File: src/rtl/damage_accumulator.sv
// Two-stage hit pipeline: stage 1 decodes the attack word, stage 2 applies
// move staleness, invulnerability and saturation to per-player damage percent.
module damage_accumulator #(
   parameter int NUM_PLAYERS    = 4,
   parameter int PCT_W          = 10,
   parameter int MAX_PCT        = 999,
   parameter int INVULN_CYCLES  = 30,
   parameter int RESPAWN_INVULN = 120,
   parameter int STALE_DEPTH    = 4,
   localparam int IDX_W = (NUM_PLAYERS > 2) ? $clog2(NUM_PLAYERS) : 1
) (
   input  logic                         clock,
   input  logic                         reset,
   input  logic                         hit_valid,
   input  logic [IDX_W-1:0]             hit_attacker,
   input  logic [IDX_W-1:0]             hit_target,
   input  logic [31:0]                  attack,
   input  logic [NUM_PLAYERS-1:0]       clear_player,
   output logic [NUM_PLAYERS*PCT_W-1:0] damage_pct,
   output logic [NUM_PLAYERS-1:0]       invuln,
   output logic                         hit_event,
   output logic                         hit_blocked,
   output logic [IDX_W-1:0]             hit_who,
   output logic [PCT_W-1:0]             hit_amount
);
   localparam int CNT_MAX = (INVULN_CYCLES > RESPAWN_INVULN) ? INVULN_CYCLES : RESPAWN_INVULN;
   localparam int CNT_W   = $clog2(CNT_MAX + 1);
   localparam logic [CNT_W-1:0] INVULN_LOAD  = CNT_W'(INVULN_CYCLES);
   localparam logic [CNT_W-1:0] RESPAWN_LOAD = CNT_W'(RESPAWN_INVULN);
   localparam logic [CNT_W-1:0] CNT_ONE      = CNT_W'(1);
   localparam logic [PCT_W:0]   MAX_EXT      = (PCT_W+1)'(MAX_PCT);

   typedef logic [2:0] move_t;

   logic             s1_valid_q;
   logic [IDX_W-1:0] s1_att_q, s1_tgt_q;
   move_t            s1_move_q, move_d;
   logic [4:0]       s1_base_q, base_d;

   logic [PCT_W-1:0] pct_q  [NUM_PLAYERS];
   logic [CNT_W-1:0] cnt_q  [NUM_PLAYERS];
   move_t            hist_q [NUM_PLAYERS][STALE_DEPTH];

   logic             hit_event_q, hit_blocked_q;
   logic [IDX_W-1:0] hit_who_q;
   logic [PCT_W-1:0] hit_amount_q;

   logic             in_range, apply, block;
   logic [2:0]       stale_n;
   logic [7:0]       dmg;
   logic [PCT_W:0]   sum;
   logic [PCT_W-1:0] tgt_pct, new_pct;

   // Only the hit flag and the move field carry meaning.
   logic attack_unused;
   assign attack_unused = ^{attack[31:11], attack[4:1]};

   always_comb begin
      // NOTE: defaults first so every path assigns every output; no latches.
      move_d = 3'd0;
      base_d = 5'd0;
      if (attack[0]) begin
         if (attack[5])                   begin move_d = 3'd1; base_d = 5'd5;  end
         else if (attack[6])              begin move_d = 3'd2; base_d = 5'd20; end
         else if (attack[7])              begin move_d = 3'd3; base_d = 5'd15; end
         else if (attack[8] | attack[9])  begin move_d = 3'd4; base_d = 5'd30; end
         else if (attack[10])             begin move_d = 3'd5; base_d = 5'd10; end
      end
   end

   always_comb begin
      in_range = (32'(s1_att_q) < NUM_PLAYERS) && (32'(s1_tgt_q) < NUM_PLAYERS);
      tgt_pct  = '0;
      stale_n  = '0;
      apply    = 1'b0;
      block    = 1'b0;
      if (in_range) begin
         tgt_pct = pct_q[s1_tgt_q];
         for (int j = 0; j < STALE_DEPTH; j++)
            if (hist_q[s1_att_q][j] == s1_move_q) stale_n = stale_n + 3'd1;
      end
      if (s1_valid_q) begin
         if (s1_move_q == 3'd0 || s1_att_q == s1_tgt_q || !in_range ||
             cnt_q[s1_tgt_q] != '0 || clear_player[s1_tgt_q])
            block = 1'b1;
         else
            apply = 1'b1;
      end
      // Staleness never exceeds 7/8 of base, so dmg cannot underflow.
      dmg     = {3'b000, s1_base_q} - ((8'(s1_base_q) * 8'(stale_n)) >> 3);
      sum     = (PCT_W+1)'(tgt_pct) + (PCT_W+1)'(dmg);
      new_pct = (sum > MAX_EXT) ? MAX_EXT[PCT_W-1:0] : sum[PCT_W-1:0];
   end

   always_ff @(posedge clock) begin
      // NOTE: sequential state uses non-blocking assignments only; the small
      // per-player arrays are plain flops, so they are reset like any register.
      if (reset) begin
         s1_valid_q    <= 1'b0;
         s1_att_q      <= '0;
         s1_tgt_q      <= '0;
         s1_move_q     <= '0;
         s1_base_q     <= '0;
         hit_event_q   <= 1'b0;
         hit_blocked_q <= 1'b0;
         hit_who_q     <= '0;
         hit_amount_q  <= '0;
         for (int i = 0; i < NUM_PLAYERS; i++) begin
            pct_q[i] <= '0;
            cnt_q[i] <= '0;
            for (int j = 0; j < STALE_DEPTH; j++) hist_q[i][j] <= '0;
         end
      end else begin
         s1_valid_q <= hit_valid;
         if (hit_valid) begin
            s1_att_q  <= hit_attacker;
            s1_tgt_q  <= hit_target;
            s1_move_q <= move_d;
            s1_base_q <= base_d;
         end
         hit_event_q   <= apply;
         hit_blocked_q <= block;
         if (s1_valid_q) begin
            hit_who_q    <= s1_tgt_q;
            hit_amount_q <= apply ? (new_pct - tgt_pct) : '0;
         end
         for (int i = 0; i < NUM_PLAYERS; i++) begin
            // A clear wins over everything touching that player this cycle.
            if (clear_player[i]) begin
               pct_q[i] <= '0;
               cnt_q[i] <= RESPAWN_LOAD;
               for (int j = 0; j < STALE_DEPTH; j++) hist_q[i][j] <= '0;
            end else begin
               if (apply && 32'(s1_tgt_q) == i) begin
                  pct_q[i] <= new_pct;
                  cnt_q[i] <= INVULN_LOAD;
               end else if (cnt_q[i] != '0) begin
                  cnt_q[i] <= cnt_q[i] - CNT_ONE;
               end
               if (apply && 32'(s1_att_q) == i) begin
                  for (int j = STALE_DEPTH - 1; j > 0; j--) hist_q[i][j] <= hist_q[i][j-1];
                  hist_q[i][0] <= s1_move_q;
               end
            end
         end
      end
   end

   always_comb begin
      damage_pct = '0;
      invuln     = '0;
      for (int i = 0; i < NUM_PLAYERS; i++) begin
         damage_pct[i*PCT_W +: PCT_W] = pct_q[i];
         invuln[i]                    = (cnt_q[i] != '0);
      end
   end

   assign hit_event   = hit_event_q;
   assign hit_blocked = hit_blocked_q;
   assign hit_who     = hit_who_q;
   assign hit_amount  = hit_amount_q;

endmodule

File: config.mk
export PLATFORM = sky130hd
export DESIGN_NAME = damage_accumulator
export DESIGN_NICKNAME = d
export VERILOG_FILES = /design/src/rtl/damage_accumulator.sv
export SDC_FILE = /design/constraint.sdc
export NUM_CORES = 1
export LEC_CHECK = 0
export CAP_MARGIN = 20
export CORE_ASPECT_RATIO = 0.9
export CORE_MARGIN = 1.5
export CORE_UTILIZATION = 45
export DETAILED_ROUTE_END_ITERATION = 16
export HOLD_SLACK_MARGIN = 0.15
export MAX_ROUTING_LAYER = met4
export PLACE_DENSITY_LB_ADDON = 0.08
export SYNTH_ARGS = -nofsm -noshare
export SYNTH_HDL_FRONTEND = slang
export SYNTH_SLANG_ARGS = --single-unit
File: constraint.sdc
create_clock -name clock -period 19.31 [get_ports clock]
set_input_delay 1.931 -clock clock [delete_from_list [all_inputs] [get_ports clock]]
set_output_delay 1.931 -clock clock [all_outputs]
set_load 0.02 [all_outputs]
==> flow_summary_export.csv <==
group,metric,value,unit
outcome,outcome,"finished, final reports clean",
cells_and_area,n_antenna_cell,0,
die,core_area,0.0177,mm^2
clock_network,post_cts_buffers,0,
logic_synthesis,synthDistinctLibCells,68,
sta,tns,0,ns
cells_and_area,drive_above_1_share,0.0941,
clock_network,clock_latency,0.43,ns
logic_synthesis,yosys.area_share.simple,0.169,
route,routed_wl,20200,um
logic_synthesis,synth_top_family_by_area,"simple AND/OR/NAND/NOR gates",
logic_synthesis,synth_xor_area_frac,0.0565,
sta,finalSetupViolCount,0,
route,post_drt_via_cell_ratio,5.47,
critical_path,cp-start-kind,"register",
placement,port_buffers,75,
clock_network,cts_sinks,146,
pwr,pwr_density_cell,102,mW/mm^2
grt,antenna_found_initial,0,
logic_synthesis,ys_async_sr_fraction,0,
die,dieArea,0.0191,mm^2
grt,track_usage,0.226,
logic_synthesis,synth_most_common_cell,"edfxtp_1",
flow_run,cap_violations,0,
sta,grt_setup_unrepaired,"no",
logic_synthesis,synth_fa_ha_area_frac,0.0673,
min_path,min_path_type,"register to register",
sta,max_freq,96.7,MHz
clock_network,h-tree-depth,4,
clock_network,root_buffer,"clkbuf_16",
cells_and_area,syn2layout_area_growth,18.3,%
grt,grt-ovfl-total,0,
logic_synthesis,synth_seq_cells,146,
placement,place_inst,1026,
logic_synthesis,syn_area,0.00821,mm^2
route,drt_iter0_markers,385,
grt,grt_pass1_wl,32000,um
placement,gp_congestion,0.857,
critical_path,crit_fanout,12,
die,ios,101,
logic_synthesis,synth_nets,819,
grt,grt_max_degree,41,
logic_synthesis,ys.flop_type,"edfxtp_1",
pwr,leakage,0.00379,uW
die,die_y,131,um
placement,dpl.hpwl,14900,um
route,via_count,5787,
grt,grt_pass1_vias,5892,
clock_network,cts_inserted_buffers,17,
logic_synthesis,synth_top_area_share,0.413,
clock_network,cts_tree,"built",
route,drtAntennaViolNets,0,
route,drc,0,
die,die_x,145,um
logic_synthesis,avgSynthCellArea,11.2,um^2
sta,final-hold-violation-count,0,
critical_path,path_buf_inv,3,
route,drtPass1Iterations,5,
cells_and_area,layout.cells.non_filler,1058,
logic_synthesis,synth_compound_area_frac,0.0973,
critical_path,required,19.61,ns
critical_path,slowest_delay,0.91,ns
sta,period_minus_slack,10.34,ns
cells_and_area,final_net_count,888,
die,rows,46,
sta,tightest_slew,0.923,ns
critical_path,cpMostUsedCell,"a21oi_1",
logic_synthesis,syn_inst,736,
sta,fin_crit_sh,0.535,
critical_path,cpLargestDelayFamily,"adder cells",
cells_and_area,nFillCells,1545,
critical_path,critical-path-slowest-cell,"dfxtp_1",
sta,slew_violations,0,
logic_synthesis,synth_edf_count,113,
logic_synthesis,yosys-top-cells-area,"edfxtp_1, dfxtp_1, mux4_2, ha_1, and2_1",
route,drt-wirelength-per-cell,19.1,um
logic_synthesis,yosysTopAreaCell,"edfxtp_1",
die,start_util,0.463,
logic_synthesis,seq_area_frac_synth,0.494,
critical_path,path_class,"register to register",
clock_network,ctsHoldBuffers,0,
clock_network,ctsResizeCount,0,
clock_network,clk_path_buf_depth,2,
logic_synthesis,ys.warnings.count,0,
logic_synthesis,synth_common_cells,"edfxtp_1, nor2_1, nand2_1",
critical_path,worstPathArrival,10.63,ns
logic_synthesis,synthMuxAreaShare,0.0754,
pwr,vdd_drop_max,0.0664,mV
clock_network,cts.clk_slew.worst_paths,0.06,ns
sta,final.setup_skew,0.0146,ns
sta,slew-limit-headroom,0.380,
critical_path,endpoint_kind,"register",
==> worst reg2reg max path, delay by kind of cell, from the launching register on <==
family,cells,cell delay [ns]
buf+inv,3,0.23
fa+ha+maj,7,2.64
simple gates,10,2.28
compound gates,12,2.01
mux,2,0.78
flops,1,0.91
xor+xnor,5,1.32
==> registers in the layout (all words and copies together), names as in the netlist, named ones only <==
name	cells
s1_valid_q	1
hit_who	2
hit_event	1
s1_move_q	3
s1_tgt_q	2
hist_q	48
cnt_q	28
s1_att_q	2
hit_amount	10
hit_blocked	1
pct_q	40
s1_base_q	4
==> through the flow <==
stage / util / cell area (um^2) / total power [uW] / hold slack (ns) / worst slack (ns)
floorplan: - / 8210 / 600 / 0.465 / 10.76
global placement: 0.516 / 9150 / 667 / 0.442 / 9.24
detailed placement: 0.517 / 9170 / 675 / 0.454 / 8.96
CTS: 0.548 / 9720 / 993 / 0.463 / 8.92
global route: 0.548 / 9720 / 1040 / 0.489 / 8.15
finish: 0.548 / 9720 / 989 / 0.465 / 8.97
==> placed cells by master (no fill, tap or decap), types with 4 or more instances in the layout <==
master,synthesis,layout
o21bai_1,7,7
nand2b_1,8,8
nor3_1,7,7
and2_1,55,55
buf_4,1,6
edfxtp_1,113,113
ha_1,33,33
nor4_1,6,5
nand3b_1,4,4
clkdlybuf4s50_1,0,75
xnor2_1,33,33
inv_1,49,49
a21o_1,9,9
fa_1,7,7
nor4b_1,4,4
o21ai_0,22,22
nand2_1,56,56
clkbuf_16,0,17
o211ai_1,5,5
mux4_2,23,23
or2_2,6,6
nand4_1,5,5
clkbuf_1,20,5
mux2i_1,9,9
nor2_1,74,74
nand3_1,10,10
a21oi_1,41,41
xor2_1,20,20
or3_1,7,7
dfxtp_1,33,33
==> cells by family after synthesis <==
kind of cell / after synthesis
AO/OA/AOI/OAI: 121
flip-flops: 146
AND/OR/NAND/NOR: 263
adder cells (fa/ha/maj): 40
multiplexers: 33
buffers and inverters: 80
XOR/XNOR: 53
==> per-layer routing <==
layer | vias to the layer above | wire, um | share of wire | global-route usage
li1 | 2772 | - | - | -
met1 | 2871 | 9230 | 0.46 | 0.280
met2 | 115 | 9950 | 0.49 | 0.370
met3 | 29 | 709 | 0.035 | 0.0497
met4 | 0 | 272 | 0.013 | 0.0686
met5 | - | 0 | 0 | -
==> report_power, final <==
part	internal, uW	switching, uW
sequential	361	20.8
clock	189	128
combinational	123	167
==> final timing paths <==
kind,startpoint,to,slack [ns],cells after the start
hold / removal,hit_amount[3],hit_amount[3],0.47,2
setup reg to reg,register,hit_amount[8],8.97,39
hold reg to reg,hit_amount[3],hit_amount[3],0.47,2
setup / recovery,register,hit_amount[8],8.97,39
==> final cells by class <==
cell class | instances | area, um^2 | share of cell area
multi-input combinational | 510 | 3830 | 0.394
clock buffer | 22 | 444 | 0.0457
tap | 240 | 300 | 0.0309
clock inverter | 10 | 109 | 0.0112
inverter | 49 | 184 | 0.0189
sequential | 146 | 4050 | 0.417
timing repair buffer | 81 | 796 | 0.0819
Power figures use the tool's default switching activity.
